### src/rtl/converge_pkg.sv
// Shared types and elaboration helpers for the off-diagonal convergence checker.
// Latency: n/a (types and constant functions only).
// Backpressure: n/a.
package converge_pkg;

    typedef enum logic [1:0] {
        IDLE  = 2'd0,
        ACCUM = 2'd1,
        FINAL = 2'd2
    } state_t;

    // Accumulator width: full signed square plus enough headroom for every element.
    function automatic int acc_width(input int width, input int n_stocks);
        return 2 * width + $clog2(n_stocks * n_stocks);
    endfunction

    function automatic int num_beats(input int n_stocks, input int lanes);
        return (n_stocks * n_stocks) / lanes;
    endfunction

    localparam int DEF_N_STOCKS = 4;
    localparam int DEF_LANES    = 1;
    localparam int BEATS        = num_beats(DEF_N_STOCKS, DEF_LANES);

endpackage

### src/rtl/offdiag_sq_lane.sv
// One lane: square of a signed element, forced to zero when it sits on the diagonal.
// Latency: combinational.
// Backpressure: none, pure function of its inputs.
module offdiag_sq_lane #(
    parameter int WIDTH    = 16,
    parameter int N_STOCKS = 4,
    parameter int IDX_W    = 5
) (
    input  logic [WIDTH-1:0]   elem_i,
    input  logic [IDX_W-1:0]   idx_i,
    output logic [2*WIDTH-1:0] sq_o
);

    logic signed [2*WIDTH-1:0] ext;
    logic signed [2*WIDTH-1:0] prod;
    logic                      off_diag;

    // Sign-extend before multiplying so the most-negative value squares to +2^(2W-2).
    always_comb begin
        ext      = {{WIDTH{elem_i[WIDTH-1]}}, elem_i};
        prod     = ext * ext;
        off_diag = ((int'(idx_i) / N_STOCKS) != (int'(idx_i) % N_STOCKS));
        sq_o     = off_diag ? prod : '0;
    end

endmodule

### src/rtl/converge_stream.sv
// Streams a row-major matrix, sums off-diagonal squares, compares to 2^T, tracks non-converged sweeps.
// Latency: done_out two cycles after the final beat is presented (one FINAL cycle, then registered result).
// Backpressure: ready_out high only while accumulating; beats are held off in IDLE and FINAL.
module converge_stream
    import converge_pkg::*;
#(
    parameter  int WIDTH    = 16,
    parameter  int FRACT    = 8,
    parameter  int N_STOCKS = DEF_N_STOCKS,
    parameter  int LANES    = DEF_LANES,
    parameter  int MAX_ITER = 32,
    parameter  int TH_W     = 6,
    localparam int ACC_W    = acc_width(WIDTH, N_STOCKS),
    localparam int IT_W     = $clog2(MAX_ITER + 1)
) (
    input  logic                   clk_in,
    input  logic                   rst_in,
    input  logic                   start_in,
    input  logic                   clear_in,
    input  logic [TH_W-1:0]        threshold_in,
    input  logic                   valid_in,
    input  logic [LANES*WIDTH-1:0] data_in,
    output logic                   ready_out,
    output logic                   busy_out,
    output logic                   done_out,
    output logic                   conv_out,
    output logic                   timeout_out,
    output logic [ACC_W-1:0]       sum_out,
    output logic [IT_W-1:0]        iter_count_out
);

    localparam int BEATS_L = num_beats(N_STOCKS, LANES);
    localparam int BEAT_W  = $clog2(BEATS_L + 1);
    localparam int IDX_W   = $clog2(N_STOCKS * N_STOCKS + 1);

    if (N_STOCKS % LANES != 0) begin : g_lanes_chk
        $error("converge_stream: LANES must divide N_STOCKS");
    end

    state_t             state_q, state_d;
    logic [ACC_W-1:0]   acc_q, acc_d;
    logic [ACC_W-1:0]   sum_q, sum_d;
    logic [BEAT_W-1:0]  beat_q, beat_d;
    logic [TH_W-1:0]    thr_q, thr_d;
    logic               conv_q, conv_d;
    logic               done_q, done_d;
    logic               to_q, to_d;
    logic [IT_W-1:0]    iter_q, iter_d;

    logic [2*WIDTH-1:0] lane_sq [LANES];
    logic [ACC_W-1:0]   beat_sum;
    logic               accept;
    logic               conv_now;

    for (genvar k = 0; k < LANES; k++) begin : g_lane
        logic [IDX_W-1:0] lane_idx;
        assign lane_idx = IDX_W'(int'(beat_q) * LANES + k);

        offdiag_sq_lane #(
            .WIDTH    (WIDTH),
            .N_STOCKS (N_STOCKS),
            .IDX_W    (IDX_W)
        ) u_lane (
            .elem_i (data_in[k*WIDTH +: WIDTH]),
            .idx_i  (lane_idx),
            .sq_o   (lane_sq[k])
        );
    end

    // Sum all lane contributions of the current beat in one cycle.
    always_comb begin
        beat_sum = '0;
        for (int k = 0; k < LANES; k++) begin
            beat_sum = beat_sum + ACC_W'(lane_sq[k]);
        end
    end

    // The sum is never negative, so x>>>FRACT < 2^T reduces to (x>>FRACT)>>T being zero;
    // large T shifts everything out and naturally reports converged.
    assign conv_now = (((acc_q >> FRACT) >> thr_q) == '0);
    assign accept   = valid_in && (state_q == ACCUM);

    // Next-state, datapath and iteration-tracking logic.
    always_comb begin
        state_d = state_q;
        acc_d   = acc_q;
        sum_d   = sum_q;
        beat_d  = beat_q;
        thr_d   = thr_q;
        conv_d  = conv_q;
        done_d  = 1'b0;
        iter_d  = iter_q;
        to_d    = to_q;
        case (state_q)
            IDLE: begin
                if (start_in) begin
                    thr_d   = threshold_in;
                    acc_d   = '0;
                    beat_d  = '0;
                    state_d = ACCUM;
                end
            end
            ACCUM: begin
                if (accept) begin
                    acc_d  = acc_q + beat_sum;
                    beat_d = beat_q + 1'b1;
                    if (beat_q == BEAT_W'(BEATS_L - 1)) begin
                        state_d = FINAL;
                    end
                end
            end
            FINAL: begin
                sum_d  = acc_q;
                conv_d = conv_now;
                done_d = 1'b1;
                if (conv_now) begin
                    iter_d = '0;
                end else if (iter_q != IT_W'(MAX_ITER)) begin
                    iter_d = iter_q + 1'b1;
                end
                to_d    = to_q | (!conv_now && (iter_d == IT_W'(MAX_ITER)));
                state_d = IDLE;
            end
            default: state_d = IDLE;
        endcase
        // Clear overrides any same-cycle iteration update but leaves the check running.
        if (clear_in) begin
            iter_d = '0;
            to_d   = 1'b0;
        end
    end

    // State and result registers with synchronous reset.
    always_ff @(posedge clk_in) begin
        if (rst_in) begin
            state_q <= IDLE;
            acc_q   <= '0;
            sum_q   <= '0;
            beat_q  <= '0;
            thr_q   <= '0;
            conv_q  <= 1'b0;
            done_q  <= 1'b0;
            iter_q  <= '0;
            to_q    <= 1'b0;
        end else begin
            state_q <= state_d;
            acc_q   <= acc_d;
            sum_q   <= sum_d;
            beat_q  <= beat_d;
            thr_q   <= thr_d;
            conv_q  <= conv_d;
            done_q  <= done_d;
            iter_q  <= iter_d;
            to_q    <= to_d;
        end
    end

    assign ready_out      = (state_q == ACCUM);
    assign busy_out       = (state_q == ACCUM) || (state_q == FINAL);
    assign done_out       = done_q;
    assign conv_out       = conv_q;
    assign timeout_out    = to_q;
    assign sum_out        = sum_q;
    assign iter_count_out = iter_q;

endmodule
### config.mk
export PLATFORM = sky130hd
export DESIGN_NAME = converge_stream
export DESIGN_NICKNAME = d
export VERILOG_FILES = /design/src/rtl/converge_pkg.sv /design/src/rtl/offdiag_sq_lane.sv /design/src/rtl/converge_stream.sv
export SDC_FILE = /design/constraint.sdc
export NUM_CORES = 1
export LEC_CHECK = 0
export ABC_AREA = 0
export ABC_CLOCK_PERIOD_IN_PS = 11200
export BUFFER_PORTS_ARGS = -buffer_cell sky130_fd_sc_hd__buf_4
export CAP_MARGIN = 40
export CORE_ASPECT_RATIO = 0.6
export CORE_MARGIN = 5
export CORE_UTILIZATION = 30
export CTS_CLUSTER_SIZE = 10
export DETAILED_ROUTE_END_ITERATION = 16
export PLACE_DENSITY = 0.41
export SLEW_MARGIN = 0
export SYNTH_ARGS = -nofsm -noshare
export SYNTH_HDL_FRONTEND = slang
export SYNTH_SLANG_ARGS = --single-unit
### constraint.sdc
create_clock -name clk_in -period 11.2 [get_ports clk_in]
set_input_delay 0 -clock clk_in [delete_from_list [all_inputs] [get_ports clk_in]]
set_output_delay 0 -clock clk_in [all_outputs]
set_load 0.02 [all_outputs]
==> results_dict.tcl, run 1 <==
set metrics [dict create \
    status "complete, no violations" \
    syn_avg_cell_area_um2 8.75 \
    slowest_delay_ns 0.61 \
    wire_per_inst_um 16.6 \
    synthesis.nets 2071 \
    period_needed_ns 8.17 \
    synth_ff_type "dfxtp_1" \
    synth.area.mux_share_pct 3.70 \
    synth_compound_area_share_pct 11.9 \
    fin_skew_ns 0.0115 \
    htreeDepth 3 \
    seq_area_frac_synth_pct 12.8 \
    drv_slew 0 \
    clock_path_buffers 2 \
    synthTopCellsByArea "fa_1, dfxtp_1, ha_1, inv_1, nor2_1" \
    syn-cell-area_um2 14700 \
    globalplace.congestion 0.843 \
    hp-class "primary input to flop" \
    grt_max_degree 72 \
    cp_max_fo 13 \
    cts.clk_slew.worst_paths_ns 0.07 \
    cp-end-kind "flop" \
    relSlewSlack_pct 47.4 \
    core_area_um2 48200 \
    drcViolationCount 0 \
    num_vias 11300 \
    arrival_ns 8.43 \
    slowest_stage "a221oi_1" \
    dr.pass1.iters 5 \
    async_flop_share_pct 0 \
    timing.final.crit_share_pct 73.0 \
    yosys_warnings 0 \
    reg2regPathDepth 14 \
    grt_pass1_wl_um 64300 \
    post-synth-top-area-cell "fa_1" \
    grt_overflow_total 0 \
    yosysUniqueCellTypes 67 \
    root_buffer "clkbuf_16" \
    cts_resized 0 \
    final_common_cell "inv_1" \
    diodes 0 \
    drv_cap 0 \
    synth_edf_count 0 \
    area_delta_synth_final_pct 11.1 \
    setup_viol 0 \
    rsz0062_at_grt "no" \
    clk_latency_ns 0.36 \
    cp-start-kind "primary input" \
    rows 62 \
    wl_um 39300 \
    dp_hpwl_um 33200 \
    critPathRequiredTime_ns 11.46 \
    die_h_um 182 \
    track_usage_pct 15.0 \
    max_freq_ghz 0.122 \
    synth-simple-area-share_pct 14.2 \
    post_cts_buffers 0 \
    whs_ns 0.0376 \
    synth_xor_area_share_pct 4.05 \
    synth_top_family_by_area "adder cells" \
    grt_pass1_vias 11400 \
    antenna_found_initial 1 \
    portBuffers 73 \
    synth_adder_area_share_pct 43.1 \
    tightest_slew_ns 0.789 \
    detail_route.iter0.violations 580 \
    fin_util_pct 33.9 \
    final_nets 2114 \
    syn_inst 1680 \
    ys_seq_elements 94 \
    start_util_pct 30.5 \
    post_route_cells_drive_above_1_share_pct 7.18 \
    ant_nets 0 \
    hold_path_depth 4 \
    final_cell_mix "inv_1, fa_1, nor2_1" \
    cts_made_buffers 9 \
    tns_ns 0 \
    viasPerCell 4.76 \
    die_w_um 296 \
    worst-setup-path-type "primary input to flop" \
    cts.sinks 94 \
    synth_top_area_share_pct 32.3 \
    hold_viol_final 0 \
    hold_buffers 14 \
    dieArea_um2 53700 \
    cts_tree "done" \
    ios 74 \
]
## layer usage
layer  vias to the layer above  routed length, µm  GRT usage (%)
li1                       5481                  -              -
met4                         0                254           1.61
met5                         -                  0              0
met1                      5618              21500           24.5
met2                       143              15900           20.8
met3                        25               1690           2.95
## sequential cells by signal (all words and copies together) (netlist names)
name,count
acc_q,36
sum_out,36
iter_count_out,6
thr_q,6
beat_q,5
state_q,2
conv_out,1
done_out,1
timeout_out,1
## metrics by stage
| stage | cells | worst slack, ns | cell area (µm²) |
|---|---|---|---|
| after floorplan | 1680 | 3.40 | 14700 |
| after global placement | 2336 | 2.85 | 15900 |
| after detailed placement | 2337 | 2.71 | 15900 |
| after CTS | 2367 | 3.07 | 16300 |
| after global routing | 2368 | 2.66 | 16300 |
| final | 2368 | 3.03 | 16300 |
## kinds of logic (layout without fill, tap and decap cells)
logic type | Yosys count | in the layout
XOR/XNOR | 68 | 68
AO/OA/AOI/OAI | 253 | 253
flip-flops | 94 | 94
buffers and inverters | 399 | 447
AND/OR/NAND/NOR | 451 | 451
multiplexers | 51 | 51
adder cells (fa/ha/maj) | 364 | 364
## synth_stat cells (3+ instances only)
| cell type | instances |
|---|---|
| nand3_1 | 29 |
| or4_1 | 3 |
| nor2b_1 | 15 |
| and2_1 | 40 |
| and3_1 | 8 |
| nand2b_1 | 9 |
| or2_2 | 8 |
| a21oi_1 | 62 |
| nand2_1 | 129 |
| a31oi_1 | 19 |
| ha_1 | 127 |
| xnor2_1 | 39 |
| a22oi_1 | 15 |
| fa_1 | 237 |
| o41ai_1 | 4 |
| or3_1 | 7 |
| mux2_2 | 3 |
| nor2_1 | 149 |
| buf_1 | 5 |
| inv_1 | 334 |
| a211o_1 | 5 |
| a21o_1 | 34 |
| buf_2 | 5 |
| o21a_1 | 9 |
| o21ai_0 | 27 |
| xor2_1 | 29 |
| clkbuf_1 | 54 |
| nand4_1 | 10 |
| a32oi_1 | 3 |
| mux2i_1 | 45 |
| nor3b_1 | 3 |
| a2111oi_0 | 3 |
| o31ai_1 | 5 |
| a22o_1 | 18 |
| a311oi_1 | 4 |
| nor3_1 | 24 |
| a31o_2 | 4 |
| dfxtp_1 | 94 |
| nor4b_1 | 3 |
| nor4_1 | 7 |
| o21bai_1 | 6 |
| a211oi_1 | 13 |
| a21boi_0 | 3 |
## cell type report
type	instances	area (µm²)
Timing Repair Buffer	97	768
Inverter	334	1250
Multi-Input combinational cell	1187	11300
Clock inverter	4	70.1
Clock buffer	12	246
Tap cell	640	801
Fill cell	5059	31800
Sequential cell	94	1880
## critical path: cells and delay by family
kind,cells,cell delay (ns)
fa+ha+maj,8,3.73
compound gates,13,3.37
buf+inv,7,0.68
simple gates,4,0.63
## path summary, 6_finish.rpt
| check | from | to | slack, ns |
|---|---|---|---|
| worst max-delay path | data_in[10] | acc_q[31] | 3.03 |
| worst min-delay path | start_in | state_q[1] | 0.04 |
| worst max register to register | beat_q[1] | acc_q[25] | 7.00 |
| worst min register to register | timeout_out | timeout_out | 0.47 |
Power of run 1 is left out: the tool's default activity adds up to more than one toggle a clock period on the data nets, which glitch-free logic cannot reach.
==> run 2, diff against run 1 <==
- ABC_CLOCK_PERIOD_IN_PS: 11200 -> 6880
- PLACE_DENSITY: 0.41 -> 0.42
- clock period: 11.2 -> 6.88 ns (I/O delays scaled with it)
==> run 2 against run 1 <==
Critical path depth is 1 higher. Worst hold slack better by 0.018 ns. Sequential share of layout area is 1.7 points lower. Critical path type unchanged.
==> results_dict.tcl, run 2 (same netlist as run 1, synthesis figures left out) <==
set metrics [dict create \
    slowest_stage "fa_1" \
    portBuffers 73 \
    wl_um 40000 \
    clk_latency_ns 0.36 \
    cts.clk_slew.worst_paths_ns 0.06 \
    num_vias 12200 \
    cp-start-kind "primary input" \
    grt_pass1_vias 12500 \
    slowest_delay_ns 0.54 \
    die_w_um 296 \
    period_needed_ns 6.88 \
    rows 62 \
    ant_nets 0 \
    critPathRequiredTime_ns 7.17 \
    hold_viol_final 0 \
    status "complete, no violations" \
    clock_path_buffers 2 \
    final_common_cell "inv_1" \
    max_freq_ghz 0.145 \
    htreeDepth 3 \
    timing.final.crit_share_pct 100 \
    antenna_found_initial 1 \
    drv_slew 0 \
    dr.pass1.iters 5 \
    track_usage_pct 15.0 \
    grt_pass1_wl_um 65800 \
    dp_hpwl_um 34400 \
    rsz0062_at_grt "yes" \
    fin_skew_ns 0.0139 \
    arrival_ns 7.17 \
    regToRegSetupSlack_ns 2.73 \
    globalplace.congestion 0.819 \
    cts.sinks 94 \
    worst-setup-path-type "primary input to flop" \
    cp-end-kind "flop" \
    setup_viol 0 \
    fillers 4894 \
    dieArea_um2 53700 \
    drv_cap 0 \
    grt_max_degree 72 \
    tightest_slew_ns 0.938 \
    crit_top_cell "fa_1" \
    start_util_pct 30.5 \
    die_h_um 182 \
    cts_made_buffers 9 \
    wire_per_inst_um 15.2 \
    relSlewSlack_pct 37.1 \
    diodes 0 \
    tns_ns 0 \
    cp_max_fo 4 \
    drcViolationCount 0 \
    ios 74 \
    root_buffer "clkbuf_16" \
    post_route_cells_drive_above_1_share_pct 25.4 \
    detail_route.iter0.violations 532 \
    area_delta_synth_final_pct 30.4 \
    final_cell_mix "inv_1, buf_4, fa_1" \
    dp_slack_ns -0.671 \
    core_area_um2 48200 \
    cts_tree "done" \
    finalWorstSetupSlack_ns 0.000520 \
    grt_overflow_total 0 \
    viasPerCell 4.63 \
    hp-class "primary input to flop" \
    final_nets 2381 \
]
[run 2: changes by cell type in the layout (fill, tap and decap cells not counted), moves of 13 or more]
| cell | change |
|---|---|
| buf_4 | +231 |
| buf_6 | +25 |
| fa_1 | -13 |
| fa_2 | +13 |
| inv_1 | -16 |
| inv_2 | +14 |
| nand2_1 | -15 |
| nand2_2 | +14 |
[run 2: path summary, 6_finish.rpt]
check	from	endpoint	depth (start not counted)
worst min register to register	acc_q[2]	acc_q[2]	2
worst max register to register	beat_q[1]	acc_q[17]	14
worst max-delay path	data_in[11]	acc_q[35]	33
worst min-delay path	start_in	state_q[1]	4
[run 2: area by class of cell]
class                           instances  area (µm²)  share of cell area, %
Tap cell                              640         801                   4.18
Sequential cell                        94        1880                   9.81
Clock inverter                          4        97.6                  0.509
Clock buffer                           10         229                   1.19
Multi-Input combinational cell       1187       11900                   62.1
Timing Repair Buffer                  364        2990                   15.6
Inverter                              334        1260                   6.58
[run 2: per-layer routing]
layer  global-route usage (%)  vias to the layer above  part of all wire [%]
li1                         -                     6011                     -
met1                     24.3                     6020                    54
met2                     22.0                      138                    43
met3                     1.99                       16                   2.8
met4                     1.31                        0                  0.45
met5                        0                        -                     0
[run 2: timing repair]
action / CTS / global route
endpoints found under the setup margin: 7 / 19
hold endpoints to repair: 9 / 0
gates resized for setup: 73 / 91
setup buffers: 19 / 9
pin swaps: 35 / 62
hold buffers: 14 / 0
[run 2: metrics by stage]
| step | cells | utilization (%) | cell area (µm²) | hold slack, ns |
|---|---|---|---|---|
| after floorplan | 1680 | - | 14800 | 0.147 |
| after global placement | 2575 | 36.9 | 17800 | 0.275 |
| after detailed placement | 2577 | 37.0 | 17800 | 0.275 |
| after CTS | 2624 | 38.8 | 18700 | 0.0290 |
| after global routing | 2633 | 39.8 | 19200 | 0.102 |
| final | 2633 | 39.8 | 19200 | 0.0558 |
[run 2: critical path: cells and delay by family]
family,cells,cell delay (ns)
buf+inv,10,0.89
xor+xnor,1,0.12
compound gates,6,0.94
simple gates,8,1.68
fa+ha+maj,8,3.53
Power of run 2 is left out for the same reason.
